`src/rtl/bus_requester.sv`:
```
// Bus requester: raises req on a start edge, waits (bounded) for gnt, streams
// len single-cycle beats while granted, then drops req for one release cycle.
module bus_requester #(
    parameter int LEN_W   = 4,
    parameter int TIMEOUT = 15
) (
    input  logic             clk,
    input  logic             rst_n,
    input  logic             start,
    input  logic [LEN_W-1:0] len,
    input  logic             gnt,
    output logic             req,
    output logic             busy,
    output logic             xfer_valid,
    output logic [LEN_W-1:0] xfer_idx,
    output logic             done,
    output logic             err
);

    typedef enum logic [1:0] {
        S_IDLE    = 2'd0,
        S_REQ     = 2'd1,
        S_XFER    = 2'd2,
        S_RELEASE = 2'd3
    } state_t;

    localparam logic [7:0] WAIT_LAST = 8'(TIMEOUT - 1);

    state_t           r_state;
    state_t           w_state_nxt;
    logic             r_start_q;
    logic [LEN_W-1:0] r_len_q;
    logic [LEN_W-1:0] w_len_nxt;
    logic [LEN_W-1:0] r_idx;
    logic [LEN_W-1:0] w_idx_nxt;
    logic [7:0]       r_wait_cnt;
    logic [7:0]       w_wait_nxt;
    logic             r_req;
    logic             w_req_nxt;
    logic             r_done;
    logic             w_done_nxt;
    logic             r_err;
    logic             w_err_nxt;
    logic             w_start_rise;
    logic             w_beat;
    logic             w_last;

    assign w_start_rise = start & ~r_start_q;
    assign w_beat       = (r_state == S_XFER) & gnt;
    // len_q is never zero inside a burst, so len_q-1 cannot wrap
    assign w_last       = (r_idx == (r_len_q - LEN_W'(1)));

    always_ff @(posedge clk or negedge rst_n) begin
        if (!rst_n) begin
            r_state    <= S_IDLE;
            r_start_q  <= 1'b0;
            r_len_q    <= '0;
            r_idx      <= '0;
            r_wait_cnt <= '0;
            r_req      <= 1'b0;
            r_done     <= 1'b0;
            r_err      <= 1'b0;
        end else begin
            r_state    <= w_state_nxt;
            r_start_q  <= start;
            r_len_q    <= w_len_nxt;
            r_idx      <= w_idx_nxt;
            r_wait_cnt <= w_wait_nxt;
            r_req      <= w_req_nxt;
            r_done     <= w_done_nxt;
            r_err      <= w_err_nxt;
        end
    end

    always_comb begin
        w_state_nxt = r_state;
        w_len_nxt   = r_len_q;
        w_idx_nxt   = r_idx;
        w_wait_nxt  = r_wait_cnt;
        w_req_nxt   = r_req;
        w_done_nxt  = 1'b0;
        w_err_nxt   = 1'b0;
        case (r_state)
            S_IDLE: begin
                if (w_start_rise) begin
                    if (len != '0) begin
                        w_len_nxt   = len;
                        w_idx_nxt   = '0;
                        w_wait_nxt  = '0;
                        w_req_nxt   = 1'b1;
                        w_state_nxt = S_REQ;
                    end else begin
                        w_done_nxt  = 1'b1;
                    end
                end
            end
            S_REQ: begin
                if (gnt) begin
                    w_state_nxt = S_XFER;
                end else if (r_wait_cnt >= WAIT_LAST) begin
                    w_req_nxt   = 1'b0;
                    w_err_nxt   = 1'b1;
                    w_state_nxt = S_IDLE;
                end else if (r_wait_cnt != 8'hFF) begin
                    w_wait_nxt  = r_wait_cnt + 8'd1;
                end
            end
            S_XFER: begin
                // gnt low here means preemption: stall with req held, no timeout
                if (gnt) begin
                    if (w_last) begin
                        w_req_nxt   = 1'b0;
                        w_done_nxt  = 1'b1;
                        w_state_nxt = S_RELEASE;
                    end else begin
                        w_idx_nxt   = r_idx + LEN_W'(1);
                    end
                end
            end
            S_RELEASE: begin
                w_state_nxt = S_IDLE;
            end
            default: begin
                w_state_nxt = S_IDLE;
            end
        endcase
    end

    assign req        = r_req;
    assign busy       = (r_state != S_IDLE);
    assign xfer_valid = w_beat;
    assign xfer_idx   = r_idx;
    assign done       = r_done;
    assign err        = r_err;

endmodule

```
`config.mk`:
```
export PLATFORM = sky130hd
export DESIGN_NAME = bus_requester
export DESIGN_NICKNAME = d
export VERILOG_FILES = /design/src/rtl/bus_requester.sv
export SDC_FILE = /design/constraint.sdc
export NUM_CORES = 1
export LEC_CHECK = 0
export CORE_ASPECT_RATIO = 1.4
export CORE_MARGIN = 4
export CORE_UTILIZATION = 58
export CTS_CLUSTER_DIAMETER = 50
export DETAILED_ROUTE_END_ITERATION = 12
export PLACE_DENSITY = 0.84
export SYNTH_ARGS = -nofsm -noshare
export SYNTH_HDL_FRONTEND = slang
export SYNTH_SLANG_ARGS = --single-unit
```
`constraint.sdc`:
```
create_clock -name clk -period 5.25 [get_ports clk]
set_input_delay 0.7875 -clock clk [delete_from_list [all_inputs] [get_ports clk]]
set_output_delay 0.7875 -clock clk [all_outputs]
set_load 0.01 [all_outputs]
```
==> results.ini, run 1 <==
[setup_path]
path_cells=clkdlybuf4s50_1, and2_1, clkdlybuf4s50_1
cp-end-kind=primary output
critPathSlowestCell=clkdlybuf4s50_1
crit_path_max_fanout=5
crit_arrival_ns=2.07
crit_buf_inv=2
crit_family=buffers and inverters
crit_path_start_kind=input pin
path_class=input pin to primary output
slowest_delay_ns=0.55
cpMostUsedCell=clkdlybuf4s50_1
required_ns=4.46

[power]
p_int_mw=0.437
pwr-share-comb_pct=56.3
pwr-share-clk_pct=9.6
power_switching_share_pct=43.2
power_switching_mw=0.332
p_seq_share_pct=34.1
p_leak_nw=0.673
powerDensity_mw_per_mm2=519
ir_worst_vdd_mv=0.347
finalPower_mw=0.769

[global_route]
overflow=0
grtUsageTotal_pct=20.2
grt_pass1_wl_um=4620
grt_max_degree=23
grt_pass1_vias=1128
antenna_found_initial=0

[route]
ant_nets=0
first_pass_iters=4
drt_wl_total_um=2580
via_per_inst=6.05
drt_first_iter_violations=11
wire_per_inst_um=15.4
drcViolationCount=0
dr_total_vias=1011

[placed_design]
detailed_place_hpwl_um=2010
pre_cts_slack_ns=2.40
io_buffer_count=16
place.gp.congestion=0.830

[floorplanning]
die_h_um=63.8
io_pins=17
start_util_pct=63.2
die_w_um=47.9
die_area_sq_mm=0.00306
row_count=19
fp.coreArea_sq_mm=0.00204

[logic_synthesis]
synth-compound-area-share_pct=14.1
synthSimpleGateAreaFrac_pct=19.3
syn_avg_cell_area_sq_um=10.0
ys_seq_area_share_pct=42.6
synth_top_family_by_area=simple AND/OR/NAND/NOR gates
synth_cell_types=39
postSynthRegisterBits=22
synthesis.nets=145
synthMuxAreaShare_pct=5.72
netlist_instances=129
syn_area_sq_mm=0.00129
synth_fa_ha_area_share_pct=7.75
synthXorXnorAreaFrac_pct=5.91
synth.yosys.warnings=0

[sta]
holdWs_ns=0.516
fmax_mhz=350
worstMarginPinSlew_ns=0.972
period_needed_ns=2.86
setup_viol=0
post-route-period-util_pct=54.4
rsz0062_at_grt=false
report.final.slew_viol_count=0
slew_headroom_pct=35.0
clock_skew_ns=0.00754
setup_ws_ns=2.39
finalSetupTns_ns=0
hold_viol=0

[flow_run]
drv_cap=0

[cts]
cts_root_buf=clkbuf_4
clock_latency_ns=0.31
htree_levels=1
clkTransAtPathRegs_ns=0.10
cts_buffer_depth=2
clock_sinks=22
post-cts-setup-buffers=0
cts_tree=yes
post_cts_hold_buffer_count=0
cts_buffers=3
cts_resized=0

[layout]
synthToLayoutAreaGrowth_pct=14.8
drive_gt1_share_pct=6.85
num-nets-final=164
final_cell_mix=dfrtp_1 (22), clkdlybuf4s50_1 (16), nor2_1 (12)
diodes=0
final_common_cell=dfrtp_1

[status]
status=finished, final reports clean

[min_path]
hold_path_class=flop to flop

[synth_stat cells]
library cell	count	area, sq um
a2111oi_0	1	8.76
nor4_2	1	12.5
dfrtp_1	22	551
o32ai_1	1	8.76
nor2b_1	4	25.0
xor3_1	1	23.8
a221o_1	1	10.0
o21ai_0	5	25.0
nand2_1	7	26.3
a21boi_0	1	7.51
clkbuf_1	1	3.75
xor2_1	2	17.5
a32o_1	1	10.0
mux2i_1	4	40.0
nand2b_1	1	6.26
and2_1	2	12.5
a21oi_2	1	8.76
nand4b_1	1	8.76
ha_1	8	100
nand3_1	10	50.1
clkbuf_8	1	13.8
o2bb2ai_1	1	8.76
nor3_1	3	15.0
nor4_1	1	6.26
a22o_1	3	26.3
xnor2_1	4	35.0
o2111ai_1	1	8.76
mux2_2	3	33.8
or2_1	1	6.26
or3_1	1	6.26
a21oi_1	4	20.0
inv_1	11	41.3
nor2_1	12	45.0
o211ai_1	1	7.51
a41oi_1	2	17.5
nand2_2	1	6.26
nor3_4	1	16.3
a211oi_1	2	15.0
nand4_1	1	6.26
[logic make-up after synthesis]
family,Yosys count
DFF,22
AOI/OAI and AO/OA,25
xor gates and xnor gates,7
and+or+nand+nor,47
adders and majority gates,8
buffers and inverters,13
muxes,7
[state kept, by name, summed over array words and instances, names as in the netlist, named ones only]
signal / count
done: 1
err: 1
r_len_q: 4
r_start_q: 1
r_state: 1
r_wait_cnt: 8
req: 1
xfer_idx: 4
[power by group through the flow]
stage          Sequential [mW]  Clock [mW]  Combinational (mW)
2_1_floorplan            0.260           0               0.320
6_report                 0.262      0.0738               0.433
5_1_grt                  0.269      0.0853               0.482
3_5_place_dp             0.265           0               0.431
3_3_place_gp             0.263           0               0.411
4_1_cts                  0.262      0.0757               0.438
[layout make-up]
cell class | count | area, sq um
multi-input cells | 94 | 682
clock buffers | 3 | 22.5
well taps | 21 | 26.3
fillers | 172 | 562
repair buffers | 16 | 160
inverters | 11 | 41.3
flip-flops and latches | 22 | 551
[worst min-delay path: cells and delay by family (launching register included)]
kind	cells	cell delay [ns]
AOI/OAI and AO/OA	1	0.05
DFF	1	0.37
and+or+nand+nor	1	0.07
[metal layers]
metal | wire [um] | vias to the layer above | part of all wire [%] | track usage [%]
met2 | 1420 | 12 | 55 | 35.9
met4 | 54 | 0 | 2.1 | 8.08
met1 | 1050 | 499 | 41 | 22.6
li1 | - | 495 | - | -
met5 | 0 | - | 0 | 0
met3 | 60 | 5 | 2.3 | 2.81
[metrics by stage]
step                utilization [%]  cells  area [sq um]
global placement               71.4    164          1460
CTS                            72.5    167          1480
finish                         72.5    167          1480
detailed placement             71.4    164          1460
floorplan                         -    129          1290
global route                   72.5    167          1480
[worst paths after layout]
check                                     end           from  cells after the start  slack, ns
worst min register to register  r_wait_cnt[7]  r_wait_cnt[7]                      2       0.52
max in group asynchronous       r_wait_cnt[7]          rst_n                      1       3.66
worst min-delay path            r_wait_cnt[7]  r_wait_cnt[7]                      2       0.52
min in group asynchronous       r_wait_cnt[4]          rst_n                      1       1.01
worst max-delay path               xfer_valid            gnt                      3       2.39
worst max register to register    xfer_idx[3]     r_state[0]                      7       3.11
(Power assumes the default switching activity.)
==> inputs of run 2 (changes only) <==
--- a/config.mk
+++ b/config.mk
@@ -7,10 +7,10 @@
 export LEC_CHECK = 0
 export CORE_ASPECT_RATIO = 1.4
 export CORE_MARGIN = 4
-export CORE_UTILIZATION = 58
+export CORE_UTILIZATION = 48
 export CTS_CLUSTER_DIAMETER = 50
 export DETAILED_ROUTE_END_ITERATION = 12
-export PLACE_DENSITY = 0.84
+export PLACE_DENSITY = 0.75
 export SYNTH_ARGS = -nofsm -noshare
 export SYNTH_HDL_FRONTEND = slang
 export SYNTH_SLANG_ARGS = --single-unit
==> constraint.sdc (replaced) <==
create_clock -name clk -period 2.5 [get_ports clk]
set_input_delay 0.375 -clock clk [delete_from_list [all_inputs] [get_ports clk]]
set_output_delay 0.375 -clock clk [all_outputs]
set_load 0.01 [all_outputs]
==> results.ini, run 2 (synthesis results as in run 1) <==
[layout]
fillers=255
diodes=0
drive_gt1_share_pct=8.78
largest_reg_flops=8
num-nets-final=165
final_common_cell=dfrtp_1
synthToLayoutAreaGrowth_pct=18.1
fin_util_pct=58.9
regMostFlops=r_wait_cnt
final_cell_mix=dfrtp_1 (22), clkdlybuf4s50_1 (16), nor2_1 (12)
finalNonFillerCells=184

[sta]
setup_viol=0
hold_viol=0
clock_skew_ns=0.00637
report.final.slew_viol_count=0
period_needed_ns=2.34
setup_ws_ns=0.164
post-route-period-util_pct=93.5
rsz0062_at_grt=false
worstMarginPinSlew_ns=0.599
fmax_mhz=428
slew_headroom_pct=59.8
finalSetupTns_ns=0

[cts]
cts_root_buf=clkbuf_4
cts_buffer_depth=2
clkTransAtPathRegs_ns=0.12
post-cts-setup-buffers=0
cts_buffers=3
clock_latency_ns=0.31
cts_tree=yes
htree_levels=1
clock_sinks=22

[setup_path]
cp-end-kind=primary output
path_class=flop to primary output
r2r_slack_ns=0.41
required_ns=2.12
crit_arrival_ns=1.96
crit_path_start_kind=flop
crit_path_max_fanout=12

[status]
status=finished, final reports clean

[route]
drt_wl_total_um=2620
drcViolationCount=0
dr_total_vias=1020
via_per_inst=5.54
first_pass_iters=4
drt_first_iter_violations=42
ant_nets=0
wire_per_inst_um=14.2

[floorplanning]
io_pins=17
die_w_um=51.8
row_count=22
die_area_sq_mm=0.00360
start_util_pct=49.9
die_h_um=69.4
fp.coreArea_sq_mm=0.00259

[global_route]
grt_pass1_wl_um=4520
grtUsageTotal_pct=16.2
grt_max_degree=23
overflow=0
grt_pass1_vias=1031
antenna_found_initial=0

[placed_design]
io_buffer_count=16
detailed_place_hpwl_um=2000
place.gp.congestion=0.781
dp_cells=180
pre_cts_slack_ns=0.354

[min_path]
hold_path_class=input pin to async pin

[power]
p_leak_nw=0.683
ir_worst_vdd_mv=0.916
powerDensity_mw_per_mm2=1080

[flow_run]
drv_cap=0

==> run 2: cell types whose count changed in the layout (fill, tap and decap cells not counted), sizes merged <==
cell	previous run	this run
buf	0	1
clkbuf	3	4
==> run 2: final timing paths <==
kind / startpoint / to / cells after the start
max: r_state[0] / xfer_valid / 4
min: rst_n / xfer_idx[2] / 2
max reg2reg: r_state[0] / r_len_q[3] / 5
min reg2reg: req / req / 2
max in group asynchronous: rst_n / r_wait_cnt[4] / 2
min in group clk: req / req / 2
==> run 2: area by class of cell <==
| class | count | area, sq um | area share (%) |
|---|---|---|---|
| flip-flops and latches | 22 | 551 | 36.1 |
| well taps | 36 | 45.0 | 2.95 |
| multi-input cells | 94 | 684 | 44.9 |
| repair buffers | 17 | 168 | 11.0 |
| inverters | 11 | 41.3 | 2.71 |
| clock buffers | 4 | 36.3 | 2.38 |
==> run 2: per-stage QoR <==
step	instance area, sq um	total power, mW	hold slack (ns)
2_1_floorplan	1290	1.22	0.0794
3_3_place_gp	1490	1.42	0.484
3_5_place_dp	1490	1.44	0.509
4_1_cts	1520	1.64	0.402
5_1_grt	1530	1.76	0.424
6_report	1530	1.64	0.397
==> run 2: power breakdown <==
part	internal [mW]	switching [mW]	leakage, nW
logic	0.412	0.479	0.374
clock network	0.0889	0.107	0.0210
registers	0.450	0.104	0.288
total	0.950	0.690	0.683
==> run 2: metal layers <==
metal / up-vias / part of all wire (%) / global-route usage, %
li1: 498 / - / -
met1: 495 / 44 / 20.5
met3: 5 / 3.9 / 2.37
met2: 22 / 51 / 27.1
met5: - / 0 / 0
met4: 0 / 1.6 / 5.83
==> run 2: worst max-delay path: stages (launching register included) <==
cell and delay (ns):
dfrtp_1 0.44, inv_1 0.14, ha_2 0.31, and2_1 0.21
clkdlybuf4s50_1 0.55
==> run 2: what timing repair did <==
action | in CTS | in global routing
setup endpoints to repair | 0 | 1
hold buffers | 0 | 0
gates resized for setup | 0 | 1
==> RTL change 1, RTL diff (config.mk and constraints of run 2) <==
The parameter `LEN_W` goes from 4 to 8.
--- a/src/rtl/bus_requester.sv
+++ b/src/rtl/bus_requester.sv
@@ -3,3 +3,3 @@
 module bus_requester #(
-    parameter int LEN_W   = 4,
+    parameter int LEN_W   = 8,
     parameter int TIMEOUT = 15
Ports: changed (resized len and xfer_idx); port bits go from 17 to 25. No check against the original RTL was run, so the function may have changed too.
==> RTL change 1 against run 2 <==
- sequential cell count increased by 8
- setup slack worse by 0.010 ns
- routed wire length grew 55%
- synthesized area grew 35%
- via count is 46% higher
- power grew 35%
- cell area rose by 41%
- synthesized cell count up 39%
==> RTL change 1: results <==
{
  "drive_above_1_share": 0.1422,
  "reg2regPathDepth": 8,
  "firstDrtPassIters": 5,
  "multi_input_gates": 132,
  "final.fill_count": 298,
  "critical_path.max_fanout": 6,
  "synth_common_cells": "30 x sky130_fd_sc_hd__dfrtp_1, 15 x sky130_fd_sc_hd__nor2_1, 13 x sky130_fd_sc_hd__inv_1, 13 x sky130_fd_sc_hd__nand2_1, 10 x sky130_fd_sc_hd__o21ai_0",
  "place.port_buffers": 24,
  "routed-via-count": 1493,
  "wl_met1_um": 1545,
  "first_global_vias": 1585,
  "worst_ir_drop_on_vdd_v": 0.0006339,
  "placement.cell_area_sq_mm": 0.002047,
  "proportion_of_cell_area_occupied_by_multi_input_gates": 0.4389,
  "grt_start_max_net_pins": 31,
  "multiInputGateArea_sq_um": 943.4,
  "synth.distinct_cells": 45,
  "status": "complete, no violations",
  "clock_buffer_and_inverter_area_fraction_after_layout": 0.03667,
  "dp.final_hpwl_um": 3109,
  "met2_usage": 0.3485,
  "placed_cells": 244,
  "netlist_top_cells_area": "sky130_fd_sc_hd__dfrtp_1 43%, sky130_fd_sc_hd__ha_1 5.0%, sky130_fd_sc_hd__mux2_2 4.5%",
  "worst_hold_slack_ns": 0.4835,
  "detailedRoute.firstIterationViolations": 85,
  "max_h_tree_level": 2,
  "arrival_ns": 2.51,
  "finish.net_count": 230,
  "synth-seq-area-share": 0.4310,
  "met2_routed_wl_um": 2242,
  "nNonClkBuffers": 29,
  "delay_contributed_by_the_slowest_stage_of_the_critical_path_ns": 0.42,
  "num-clock-buffers": 5,
  "clock-skew-final_ns": 0.008455
}
[RTL change 1: cell count changes after synthesis, sizes merged, moves of 3 or more]
cell / change
mux2: +4
o21ai: +6
nand2: +5
nand3: -5
nor2: +3
nand4: +4
xnor2: +3
or4: +3
dfrtp: +8
a21oi: +3
o31ai: +3
[RTL change 1: cell families (layout without fill, tap and decap cells)]
group | Yosys count | count (layout) | synth area share
fa+ha+maj | 7 | 7 | 0.05029
compound gates | 41 | 41 | 0.1652
simple gates | 63 | 63 | 0.1947
flops | 30 | 30 | 0.4310
mux | 10 | 10 | 0.06250
xor+xnor | 11 | 11 | 0.05531
buf+inv | 17 | 49 | 0.04095
[RTL change 1: what timing repair did]
action	CTS	global route
endpoints found under the hold margin	0	0
setup endpoints to repair	0	11
resized for setup	0	5
[RTL change 1: where the power goes]
group | internal [mW] | switching [mW]
Combinational | 0.504 | 0.602
Clock | 0.186 | 0.167
Sequential | 0.603 | 0.149
Total | 1.29 | 0.918
==> RTL change 2, RTL diff (settings of run 2) <==
Without the edit above. The output `err` loses its register stage (`r_err` becomes a continuous assignment).
--- a/src/rtl/bus_requester.sv
+++ b/src/rtl/bus_requester.sv
@@ -61,3 +61,2 @@
             r_done     <= 1'b0;
-            r_err      <= 1'b0;
         end else begin
@@ -70,5 +69,6 @@
             r_done     <= w_done_nxt;
-            r_err      <= w_err_nxt;
         end
     end
+
+    assign r_err = w_err_nxt;
 
Check against the original RTL: same outputs for any inputs over 10 cycles, from zero or initial values and one cycle with rst_n low; that may be too few to reach the edited logic, so the function may still have changed.
==> RTL change 2 against run 2 <==
- non-clock buffer count unchanged
- register-to-register slack improved by 0.08 ns
- power down 14%
- sequential cell count down 1
- synthesized area decreased by 11%
- setup slack got worse by 0.026 ns
- cell area is 8.5% lower
- routed wire length decreased by 11%
- critical path type unchanged
==> RTL change 2: results <==
{
  "postSynth.asyncResetShare": 1.000,
  "hold_class": "in2async",
  "arrival_ns": 1.99,
  "drive_above_1_share": 0.1343,
  "synth-seq-area-share": 0.4555,
  "max_h_tree_level": 1,
  "worst_path_cell_with_the_longest_stage_delay": "sky130_fd_sc_hd__nor4_1",
  "worst_ir_drop_on_vdd_v": 0.0005302,
  "critical_path.max_fanout": 3,
  "status": "complete, no violations",
  "yosys_warnings": 0,
  "largest_register_ffs": 8,
  "reg2regPathDepth": 4,
  "globalRouteTotalUtil": 0.1612,
  "via_per_inst": 5.917,
  "regMostFlops": "r_wait_cnt",
  "antennaDiodeCount": 0,
  "detailedRoute.firstIterationViolations": 22,
  "crit-reg2reg-capture": "r_wait_cnt[1]",
  "max-clock-path-buffers": 2,
  "r2r_slack_ns": 0.49,
  "clock_insertion_delay_worst_skew_ns": 0.31,
  "grt_pass1_wl_um": 4077,
  "synth_common_cells": "21 x sky130_fd_sc_hd__dfrtp_1, 12 x sky130_fd_sc_hd__o21ai_0, 11 x sky130_fd_sc_hd__inv_1",
  "firstDrtPassIters": 4,
  "power_leakage_nw": 0.6351,
  "mappedNetlistNets": 128,
  "first_global_vias": 946,
  "place.port_buffers": 16,
  "clkSlewWorstSetupHoldPaths_ns": 0.12,
  "grt_start_max_net_pins": 22,
  "initial_antenna_violation_count": 0,
  "worst_hold_slack_ns": 0.3930,
  "worstMarginPinSlew_ns": 0.6955,
  "cts_buffers": 3,
  "clk_root_buffer_cell": "sky130_fd_sc_hd__clkbuf_4",
  "netlist_top_cells_area": "sky130_fd_sc_hd__dfrtp_1 46%, sky130_fd_sc_hd__ha_1 7.6%, sky130_fd_sc_hd__o21ai_0 5.2%",
  "synth.distinct_cells": 36,
  "routed_antenna_nets": 0,
  "synth-main-ff-cell": "sky130_fd_sc_hd__dfrtp_1",
  "place.gp.congestion": 0.8466,
  "dp.final_hpwl_um": 1806,
  "clock-skew-final_ns": 0.004898,
  "wire_per_inst_um": 14.99,
  "setup.worst_path.start": "r_wait_cnt[6]",
  "delay_contributed_by_the_slowest_stage_of_the_critical_path_ns": 0.64,
  "finish.net_count": 150
}
-- RTL change 2: changes by cell type in the layout (fill, tap and decap cells not counted), moves of 3 or more --
cell / change
sky130_fd_sc_hd__mux2i_1: -4
sky130_fd_sc_hd__a31oi_1: +3
sky130_fd_sc_hd__nor2_1: -7
sky130_fd_sc_hd__o31ai_1: +3
sky130_fd_sc_hd__a22o_1: -3
sky130_fd_sc_hd__o21ai_0: +7
sky130_fd_sc_hd__nand3_1: -7
-- RTL change 2: cells by family (layout without fill, tap and decap cells) --
group	Yosys count	in the layout	share of synthesized area
adders and majority gates	7	7	0.07592
DFF	21	21	0.4555
AOI/OAI and AO/OA	32	32	0.1746
buffers and inverters	11	32	0.03579
and+or+nand+nor	34	34	0.1779
xor gates and xnor gates	5	5	0.05098
muxes	3	3	0.02928
-- RTL change 2: where the power goes --
part	internal, mW	total (mW)	switching [mW]
Combinational	0.344	0.722	0.379
Clock	0.0598	0.164	0.105
Sequential	0.428	0.518	0.0900
Total	0.831	1.40	0.573
-- RTL change 2: final cells by class --
class | count | area [sq um]
fill | 187 | 832.0
multi-input combinational | 81 | 605.6
sequential | 21 | 525.5
timing repair buffer | 17 | 167.7
inverter | 11 | 41.29
tap | 22 | 27.53
clock buffer | 3 | 22.52
clock inverter | 1 | 5.005
-- RTL change 2: what timing repair did --
item                                    in CTS  in global routing
resized for setup                            2                  3
cloned                                       0                  0
endpoints found under the setup margin       1                  1
setup buffers                                0                  0
-- RTL change 2: worst max-delay path: cells and delay by family, from the launching register on --
family          cells  cell delay [ns]
simple gates        1             0.64
buf+inv             1             0.51
flops               1             0.41
compound gates      1             0.12
-- RTL change 2: metrics by stage --
step	instances	area, sq um	setup slack (ns)
floorplan	113	1154	0.7126
global placement	152	1349	0.2323
detailed placement	152	1349	0.2081
CTS	156	1379	0.04107
global route	156	1395	0.05585
finish	156	1395	0.1377
-- RTL change 2: worst max path at each step --
stage	to	slack, ns
global placement	err	0.23
floorplan	r_len_q[2]	0.71
CTS	err	0.04
detailed placement	err	0.21
finish	err	0.14
global route	err	0.06
-- RTL change 2: metal layers --
layer,vias to the layer above,share of wire,global-route usage,wire length [um]
met5,-,0,0,0
met4,0,0.0081,0.06228,19
met3,3,0.044,0.02032,104
met2,31,0.54,0.3104,1257
met1,442,0.41,0.1768,957
li1,447,-,-,-
